**src/rtl/score_glyph_plotter.sv**
```systemverilog
// Score bitmap plotter: walks a two-digit 3x5 glyph bitmap and emits one
// scaled framebuffer pixel write per cycle, erasing clear cells as it goes.
module score_glyph_plotter #(
    parameter int         SCALE     = 2,
    parameter int         GAP       = 2,
    parameter logic [2:0] FG_COLOUR = 3'b111,
    parameter logic [2:0] BG_COLOUR = 3'b000
) (
    input  logic        clk,
    input  logic        resetn,
    input  logic        start,
    input  logic [29:0] map,
    input  logic [7:0]  x0,
    input  logic [6:0]  y0,
    output logic [7:0]  x,
    output logic [6:0]  y,
    output logic [2:0]  colour,
    output logic        plot,
    output logic        busy,
    output logic        done
);

    typedef enum logic [1:0] {IDLE, DRAW, DRAIN, DONE} state_t;

    typedef struct packed {
        logic       digit;
        logic [2:0] row;
        logic [1:0] col;
        logic [1:0] sy;
        logic [1:0] sx;
    } pos_t;

    localparam logic [1:0] S_MAX       = 2'(SCALE - 1);
    localparam int         DIGIT_PITCH = 3 * SCALE + GAP;

    state_t      state_q, state_d;
    pos_t        pos_q, pos_d;
    logic [29:0] map_q, map_d;
    logic [7:0]  x0_q, x0_d;
    logic [6:0]  y0_q, y0_d;
    logic [7:0]  x_q, x_d;
    logic [6:0]  y_q, y_d;
    logic [2:0]  colour_q, colour_d;
    logic        plot_q, plot_d;
    logic        busy_q, busy_d;
    logic        done_q, done_d;

    function automatic pos_t next_pos(input pos_t p);
        pos_t n;
        n = p;
        if (p.sx != S_MAX) begin
            n.sx = p.sx + 2'd1;
        end else begin
            n.sx = 2'd0;
            if (p.sy != S_MAX) begin
                n.sy = p.sy + 2'd1;
            end else begin
                n.sy = 2'd0;
                if (p.col != 2'd2) begin
                    n.col = p.col + 2'd1;
                end else begin
                    n.col = 2'd0;
                    if (p.row != 3'd4) begin
                        n.row = p.row + 3'd1;
                    end else begin
                        n.row   = 3'd0;
                        n.digit = ~p.digit;
                    end
                end
            end
        end
        return n;
    endfunction

    function automatic logic is_last(input pos_t p);
        return p.digit && (p.row == 3'd4) && (p.col == 2'd2) &&
               (p.sy == S_MAX) && (p.sx == S_MAX);
    endfunction

    // Sums are formed wide and truncated, so off-screen positions wrap.
    function automatic logic [7:0] pixel_x(input pos_t p, input logic [7:0] base);
        logic [15:0] sum;
        sum = 16'(base) + (p.digit ? 16'(DIGIT_PITCH) : 16'd0) +
              16'(p.col) * 16'(SCALE) + 16'(p.sx);
        return sum[7:0];
    endfunction

    function automatic logic [6:0] pixel_y(input pos_t p, input logic [6:0] base);
        logic [15:0] sum;
        sum = 16'(base) + 16'(p.row) * 16'(SCALE) + 16'(p.sy);
        return sum[6:0];
    endfunction

    function automatic logic [2:0] pixel_colour(input pos_t p, input logic [29:0] m);
        logic [14:0] glyph;
        logic [3:0]  idx;
        glyph = p.digit ? m[14:0] : m[29:15];
        idx   = {1'b0, p.row} * 4'd3 + {2'b00, p.col};
        return glyph[idx] ? FG_COLOUR : BG_COLOUR;
    endfunction

    // The start edge already emits the first pixel from the live inputs, so
    // the counters always point at the pixel to be emitted on the next edge.
    always_comb begin
        state_d  = state_q;
        pos_d    = pos_q;
        map_d    = map_q;
        x0_d     = x0_q;
        y0_d     = y0_q;
        x_d      = x_q;
        y_d      = y_q;
        colour_d = colour_q;
        plot_d   = 1'b0;
        busy_d   = 1'b0;
        done_d   = 1'b0;
        case (state_q)
            IDLE: begin
                if (start) begin
                    map_d    = map;
                    x0_d     = x0;
                    y0_d     = y0;
                    x_d      = pixel_x('0, x0);
                    y_d      = pixel_y('0, y0);
                    colour_d = pixel_colour('0, map);
                    plot_d   = 1'b1;
                    busy_d   = 1'b1;
                    pos_d    = next_pos('0);
                    state_d  = DRAW;
                end
            end
            DRAW: begin
                x_d      = pixel_x(pos_q, x0_q);
                y_d      = pixel_y(pos_q, y0_q);
                colour_d = pixel_colour(pos_q, map_q);
                plot_d   = 1'b1;
                busy_d   = 1'b1;
                if (is_last(pos_q)) begin
                    pos_d   = '0;
                    state_d = DRAIN;
                end else begin
                    pos_d = next_pos(pos_q);
                end
            end
            DRAIN: begin
                done_d  = 1'b1;
                state_d = DONE;
            end
            DONE: begin
                state_d = IDLE;
            end
            default: begin
                pos_d   = '0;
                state_d = IDLE;
            end
        endcase
    end

    always_ff @(posedge clk) begin
        if (!resetn) begin
            state_q  <= IDLE;
            pos_q    <= '0;
            map_q    <= '0;
            x0_q     <= '0;
            y0_q     <= '0;
            x_q      <= '0;
            y_q      <= '0;
            colour_q <= '0;
            plot_q   <= 1'b0;
            busy_q   <= 1'b0;
            done_q   <= 1'b0;
        end else begin
            state_q  <= state_d;
            pos_q    <= pos_d;
            map_q    <= map_d;
            x0_q     <= x0_d;
            y0_q     <= y0_d;
            x_q      <= x_d;
            y_q      <= y_d;
            colour_q <= colour_d;
            plot_q   <= plot_d;
            busy_q   <= busy_d;
            done_q   <= done_d;
        end
    end

    assign x      = x_q;
    assign y      = y_q;
    assign colour = colour_q;
    assign plot   = plot_q;
    assign busy   = busy_q;
    assign done   = done_q;

endmodule

```
**config.mk**
```make
export PLATFORM = sky130hd
export DESIGN_NAME = score_glyph_plotter
export DESIGN_NICKNAME = d
export VERILOG_FILES = /design/src/rtl/score_glyph_plotter.sv
export SDC_FILE = /design/constraint.sdc
export NUM_CORES = 1
export LEC_CHECK = 0
export ABC_AREA = 1
export CORE_MARGIN = 1
export CORE_UTILIZATION = 53
export DETAILED_ROUTE_END_ITERATION = 10
export PLACE_DENSITY_LB_ADDON = 0.3
export SLEW_MARGIN = 5
export SYNTH_ARGS = -nofsm -noshare
export SYNTH_HDL_FRONTEND = slang
export SYNTH_SLANG_ARGS = --single-unit
```
**constraint.sdc**
```tcl
create_clock -name clk -period 2.6 [get_ports clk]
set_clock_uncertainty 0.15 [all_clocks]
set_input_delay 0.52 -clock clk [delete_from_list [all_inputs] [get_ports clk]]
set_output_delay 0.52 -clock clk [all_outputs]
set_load 0.02 [all_outputs]
```
# Word level (Yosys, flattened, before mapping)
# Cells that the tools add are included.
# classes
addsub	10
n_mul	1
magnitude_cmp	1
eq_ne	17
mux	29
bitwise_logic	1
reduce_logical	13
# op_table
op	n
10-bit two-way mux	2
10-bit case mux with 2 select lines	1
8-bit two-way mux	2
8-bit case mux with 2 select lines	1
15-bit two-way mux	1
3-bit != test, second input constant	5
7-bit case mux with 2 select lines	1
3-bit two-way mux	4
2-bit two-way mux	5
8-bit by 2-bit adder with 8-bit output	1
8-bit by 3-bit adder with 8-bit output	1
8-bit by 4-bit adder with 8-bit output	1
4-bit two-way mux	2
2-bit case mux with 4 select lines	1
7-bit by 2-bit adder with 7-bit output	1
7-bit by 4-bit adder with 7-bit output	1
7-bit two-way mux	1
2-bit by 1-bit adder with 2-bit output, second input constant	3
2-bit by 1-bit equality test with 1-bit output, second input constant	3
2-bit equality test, second input constant	3
6-bit two-way mux	1
2-bit != test, second input constant	3
3-bit case mux with 2 select lines	1
2-bit AND reduction	3
other kinds (17)	24
# word_totals
register_bits	77
inputBits	48
output_inout_bits	21
wordCells	86

# Longest topological paths before layout
# Gate-level depths: netlist of run 1.
# depth
word_depth	7
mapped_depth	13

# Worst setup path after synthesis of run 1
# No wires, ideal clock.
# synth_path
kind	reg2reg
from	register pos_q[6] in the netlist's numbering
to	register y_q[5] (netlist: y[5])
setup_time_ns	0.070
arrival_time_ns	2.135
required_time_ns	2.380
slack_ns	0.245
stages_incl_launch_ff	13
path_buffers	0
period_less_slack_ns	2.355
path_cell_list	dfxtp_1 -> inv_1 -> fa_1 -> inv_1 -> ha_1 -> inv_1 -> fa_1 -> inv_1 -> a21oi_1 -> o21bai_1 -> xor2_1 -> o21ai_0 -> a21oi_1
# synth_via
elab_chain_len	3
# synth_lines
item	line_no	text
start, declared	37	pos_t pos_q, pos_d;
start signal, assigned	173	pos_q <= pos_d;
7-bit by 4-bit adder with 7-bit output	90	sum = 16'(base) + 16'(p.row) * 16'(SCALE) + 16'(p.sy);
7-bit by 2-bit adder with 7-bit output	90	
7-bit case mux with 2 select lines	116	case (state_q)
end signal, assigned	178	y_q <= y_d;
end, declared	42	logic [6:0] y_q, y_d;
# Every way passes these cells.
# A chain may end at the register's enable or synchronous reset.

# Final worst setup path of run 1
# layout_path
from	register pos_q[1] in the netlist's numbering
to	register x_q[7] (netlist: x[7])
# layout_via
elab_chain_len	2
# layout_lines
item	line_no	text
8-bit by 2-bit adder with 8-bit output	84	16'(p.col) * 16'(SCALE) + 16'(p.sx);
8-bit case mux with 2 select lines	116	
end signal, assigned	165	x_q <= '0;
end signal, assigned	177	x_q <= x_d;
end, declared	41	logic [7:0] x_q, x_d;
# Every way passes these cells.

==> summary.txt, run 1 <==
Floorplanning
  • Core Rows: 30
  • Die ar.: ~7500 sq um
  • Initial Utilization: 55.5%
  • Top-Level Pins: 69
  • Core ar.: 6870 sq um
  • Die Ht: 86.8 um
  • Die Wd: 86.8 um

GRT
  • GRT Resource Usage Total: 25.6%
  • Antenna violations before repair: 0
  • Total gr overflow: 0
  • First-pass GRT wire length: around 15 mm
  • Vias in the first global route: 3354
  • Largest net degree at the start of global routing: 66

Power
  • Sequential share of power: 30.7%
  • LEAKAGE: between 0.002 and 0.0025 uW
  • Sw Share: approximately 42%
  • Clk pwr share: 18.6%
  • Combinational Power Share: 50.7%
  • Int Power: 3170 uW
  • Total power divided by cell area: 1140 nW/um^2
  • Maximum VDD drop: about 0.00059 V
  • Switching power: approximately 2300 uW

Yosys
  • Syn avg cell area: 7.27 sq um
  • Synth Instances: roughly 520
  • Yosys warnings: 0
  • Syn nets: 600
  • Register area share after synthesis: 39.4%
  • Flops & latches, synth: 75
  • Unique masters post-synth: 29
  • Largest cells by area after synthesis: dfxtp_1 (39%), o21ai_0 (8.8%), nor2_1 (7.8%)
  • Post-synth top area cell: dfxtp_1
  • Mapped Area: around 3800 sq um
  • Share of the synthesized area in the top cell type: 39.4%

Clock network
  • Cts hold-fix bufs: 0
  • CTS Buf Count: 9
  • H-tree levels: 3
  • Clk buf depth: 2
  • Clock sinks: 75
  • Worst-path clk slew: 0.08 ns
  • Root buffer cell: clkbuf_8
  • Skew-Pair Late Insertion Delay: ~0.35 ns
  • CTS tree: built

Routing
  • Via count: 3605
  • Initial DRC Count: 180
  • Wire per inst: 13.5 um
  • Via density per instance: 5.26
  • DR pass1 iterations: 4
  • Total Wirelength: 9.23 mm
  • DRC Markers: 0
  • ANT nets after route: 0

Place
  • Setup WS pre-CTS: 0.119 ns
  • Port bufs: 68
  • Number of cells after detailed placement: around 670
  • Final GP Congestion: 0.948
  • Cell area after placement: 4580 sq um
  • Post-DP HPWL: roughly 6.3 mm

Timing
  • Final setup vio count: 0
  • Slew Limit Fails: 0
  • Peak Freq: 406 MHz
  • Measured slew at the worst slew-check pin: 0.468 ns
  • Period Utilization, post-route: 94.7%
  • Final Hold Vio Count: 0
  • Setup TNS: 0 ns
  • Worst slew margin: between 60% and 70%
  • Final worst setup slack: 0.137 ns
  • Min Hold Slack: 0.306 ns
  • Unrepaired setup endpoints after global routing: false
  • Fin crit period: 2.46 ns

Worst setup path
  • Worst Path Required: 2.68 ns
  • Worst r2r path cells: 12
  • Reg-to-reg slack, setup: 0.14 ns
  • Crit end category: flip-flop
  • WP data arrival: 2.54 ns
  • Crit Path Class: reg -> reg
  • Crit path launch type: flip-flop
  • CP Max Fanout: 3

Job
  • Max-cap violations: 0

Finish
  • Non-filler cells, final: about 690
  • # fillers: ~560
  • Fin area: 4830 sq um
  • Nets: between 600 and 700
  • Layout cell share with drive strength beyond 1: 6.61%
  • Area grow syn2layout: 26.7%
  • Antenna Cells: 0

Outcome
  • Status: finished, final reports clean

Min path
  • Worst hold path type: reg -> reg
  • Hold Path Depth: 2
[timing repair]
| action | CTS | global route |
|---|---|---|
| resized for setup | 0 | 6 |
| buffers inserted | 0 | 1 |
| endpoints found under the setup margin | 0 | 2 |
[cell families after synthesis]
family	count (synthesis)	synth area share, %
AO/OA/AOI/OAI	131	18.1
XOR/XNOR	6	1.38
adder cells (fa/ha/maj)	28	10.4
buffers and inverters	85	9.13
flip-flops	75	39.4
AND/OR/NAND/NOR	199	21.6
[metrics by stage]
| step | total power [uW] | util [%] |
|---|---|---|
| 6_report | 5500 | 70.3 |
| 4_1_cts | 5500 | 69.9 |
| 3_5_place_dp | 4460 | 66.6 |
| 5_1_grt | 5970 | 70.3 |
| 3_3_place_gp | 4380 | 66.6 |
| 2_1_floorplan | 3620 | - |
[cell usage after synthesis (all sizes together)]
cell type,count
nor2,80
nand2,78
dfxtp,75
o21ai,73
inv,55
a21oi,43
nand3,31
ha,22
clkbuf,16
buf,14
a31oi,7
fa,6
nand4,5
nor3,5
a211oi,4
xor2,4
o211ai,2
xnor2,2
a21o,1
o21bai,1
[worst max-delay path: stages, from the launching register on]
cell and delay (ns):
dfxtp_1 0.34, fa_1 0.54, ha_1 0.20, inv_1 0.07, fa_1 0.35, inv_1 0.09
nand3_1 0.08, nand2_1 0.09, nand2_1 0.06, o21ai_0 0.15, nand3_1 0.09, nand2_1 0.07
a21oi_1 0.05
[cell usage in the layout, fill, tap and decap left out, types with 3 or more instances in the layout]
| cell | instances |
|---|---|
| a211oi_1 | 4 |
| nor3_1 | 5 |
| o21ai_0 | 67 |
| nand4_1 | 4 |
| a31oi_1 | 7 |
| nor2_1 | 79 |
| buf_4 | 10 |
| inv_2 | 4 |
| clkdlybuf4s50_1 | 68 |
| fa_1 | 5 |
| a21oi_1 | 43 |
| xor2_1 | 3 |
| o21ai_1 | 5 |
| dfxtp_1 | 74 |
| clkbuf_8 | 11 |
| ha_1 | 21 |
| nand3_1 | 31 |
| inv_1 | 51 |
| nand2_1 | 77 |
[layout make-up]
class	instances	area (sq um)	share of cell area (%)
Clock buffer	12	155	3.21
Clock inverter	4	72.6	1.50
Inverter	55	206	4.28
Multi-Input combinational cell	364	1970	40.9
Sequential cell	75	1500	31.1
Tap cell	96	120	2.49
Timing Repair Buffer	80	796	16.5
[power groups by stage]
stage                     clock, uW  combinational, uW  sequential (uW)
after floorplan                   0               1830             1790
after global placement            0               2690             1690
after detailed placement          0               2750             1700
after CTS                      1030               2780             1680
after global routing           1090               3150             1730
final                          1020               2790             1690
[flip-flops by register name, summed over array words and instances (netlist names)]
| name | count |
|---|---|
| x | 8 |
| state_q | 2 |
| busy | 1 |
| x0_q | 8 |
| colour | 1 |
| pos_q | 10 |
| map_q | 30 |
| done | 1 |
| y0_q | 7 |
| y | 7 |
[path summary, 6_finish.rpt]
kind,startpoint,to
worst max-delay path,pos_q[1],x[7]
worst min-delay path,map_q[13],map_q[13]
worst max register to register,pos_q[1],x[7]
worst min register to register,map_q[13],map_q[13]
[layer usage]
layer / share of wire, % / track usage, %
met2: 47 / 44.5
met1: 45 / 31.5
met3: 6.0 / 4.86
met5: 0 / 0
met4: 2.1 / 9.39
(Power assumes the default switching activity.)
==> run 2, diff against run 1 <==
GPL_ROUTABILITY_DRIVEN = 0   (was default)
clock period = 2.8 ns   (was 2.6 ns; I/O delays follow)
==> run 2 against run 1 <==
Effect of this change:
- sequential share of layout area rose by 0.21 points
- flip-flop and latch count did not move
- wire length fell by 0.21%
==> summary.txt, run 2 (synthesized netlist as in run 1, its figures left out) <==
Outcome
  • Status: finished, final reports clean

Worst setup path
  • CP Buf/Inv Count: 4
  • Most common cell on crit path: inv_1
  • Master of the slowest instance on the critical path: fa_1
  • Worst r2r path cells: 12
  • Crit path launch type: flip-flop
  • Worst-path cell chain: inv_1 > fa_1 > inv_1 > ha_1 > inv_1 > fa_1 > inv_1 > a21oi_1 > o21bai_1 > xor2_1 > o21ai_0 > a21oi_1
  • Worst path max stage delay: 0.48 ns
  • Crit end category: flip-flop
  • WP data arrival: 2.68 ns
  • Worst Path Required: roughly 2.9 ns
  • Crit Path Class: reg -> reg
  • CP top delay family: adder cells
  • CP Max Fanout: 4
  • Worst path depth: 12

Routing
  • Wire per inst: around 14 um
  • Initial DRC Count: 215
  • Via count: 3603
  • ANT nets after route: 0
  • Total length of routed met3 wires: 462 um
  • Routed wl met2: 4.50 mm
  • DR pass1 iterations: 5
  • DRC Markers: 0
  • Total Wirelength: around 9.2 mm
  • Highest metal used: met4
  • Via density per instance: ~5.3
  • DRT met1 WL: a little over 4 mm

GRT
  • Total gr overflow: 0
  • GRT Resource Usage Total: 26.3%
  • First-pass GRT wire length: 15.4 mm
  • Largest net degree at the start of global routing: 66
  • Vias in the first global route: around 3400
  • Antenna violations before repair: 0

Floorplanning
  • Top-Level Pins: 69
  • Die Wd: between 80 and 90 um
  • Die ar.: 7530 sq um
  • Core ar.: roughly 6900 sq um
  • Die Ht: 86.8 um
  • Initial Utilization: between 50% and 60%
  • Core Rows: 30

Finish
  • Layout cell share with drive strength beyond 1: under 10%
  • Area grow syn2layout: 25.8%
  • Fin area: roughly 4800 sq um
  • Nets: 657
  • Max FFs per register: 30
  • Commonest non-fill, non-tap cell in the layout: nor2_1
  • Biggest register: map_q
  • Antenna Cells: 0
  • Top Registers: map_q (30), pos_q (10)
  • Most frequent cells in the layout: nor2_1 (79), nand2_1 (77), dfxtp_1 (74)
  • Non-filler cells, final: 682

Power
  • Combinational Power Share: 49.3%
  • Overall Power: 5140 uW
  • Sequential share of power: 30.6%
  • Maximum VDD drop: 0.000646 V
  • LEAKAGE: 0.00204 uW
  • Sw Share: 42.5%
  • Total power divided by cell area: ~1100 nW/um^2
  • Switching power: ~2200 uW
  • Clk pwr share: about a fifth
  • Int Power: 2960 uW

Clock network
  • Skew-Pair Late Insertion Delay: 0.35 ns
  • Root buffer cell: clkbuf_8
  • CTS Buf Count: 9
  • Clock sinks: between 70 and 80
  • Postcts setup bufs: 0
  • Worst-path clk slew: 0.08 ns
  • H-tree levels: 3
  • Clk buf depth: 2
  • CTS tree: built

Timing
  • Min Hold Slack: 0.309 ns
  • Period Utilization, post-route: 92.7%
  • Fin crit period: 2.59 ns
  • Worst slew margin: 54.0%
  • Final Hold Vio Count: 0
  • Peak Freq: 385 MHz
  • Setup TNS: 0 ns
  • Slew Limit Fails: 0
  • Unrepaired setup endpoints after global routing: false
  • Measured slew at the worst slew-check pin: 0.689 ns
  • Final setup vio count: 0

Min path
  • Worst hold path type: reg -> reg
  • Hold Path Depth: 2

Job
  • Max-cap violations: 0

Place
  • Post-DP HPWL: around 6.3 mm
  • Cell area after placement: 4540 sq um
  • Port bufs: 68
  • Number of cells after detailed placement: 666
[run 2: worst min-delay path, delay by kind of cell, from the launching register on]
family / cells / cell delay, ns
flops: 1 / 0.30
buf+inv: 1 / 0.06
compound gates: 1 / 0.06
[run 2: timing repair]
item / 4_1_cts / 5_1_grt
hold buffers: 0 / 0
endpoints found under the setup margin: 0 / 1
endpoints found under the hold margin: 0 / 0
gates resized for setup: 0 / 1
[run 2: power by group through the flow]
stage                     Sequential, uW  Clock (uW)  Combinational [uW]
after floorplan                     1660           0                1700
after global placement              1570           0                2420
after detailed placement            1590           0                2510
after CTS                           1570        1040                2530
after global routing                1600        1090                2840
final                               1570        1030                2530
[run 2: worst paths after layout]
kind,start,to,slack [ns]
worst min-delay path,map_q[10],map_q[10],0.31
worst min register to register,map_q[10],map_q[10],0.31
worst max register to register,pos_q[6],y[5],0.21
worst max-delay path,pos_q[6],y[5],0.21
[run 2: final cells by class]
cell class,instances,area (sq um)
fill,561,2080
multi-input combinational,364,1960
sequential,75,1500
timing repair buffer,76,753
inverter,55,206
clock buffer,10,138
tap,96,120
clock inverter,6,113
[run 2: routing by layer]
metal	track usage (%)	vias to the layer above
met2	46.1	103
met3	3.71	13
met1	32.3	1653
li1	-	1834
met4	10.6	0
met5	0	-
[run 2: stage by stage]
stage	setup slack [ns]	util, %
6_report	0.205	69.8
3_5_place_dp	0.157	66.1
2_1_floorplan	0.445	-
5_1_grt	0.0249	69.8
3_3_place_gp	0.355	66.1
4_1_cts	0.118	69.8
==> run 3, diff against run 2 <==
SKIP_CTS_REPAIR_TIMING = 1   (was default)
==> results of run 3 <==
Same layout as run 2: the final DEF is identical, and so are final timing and power.
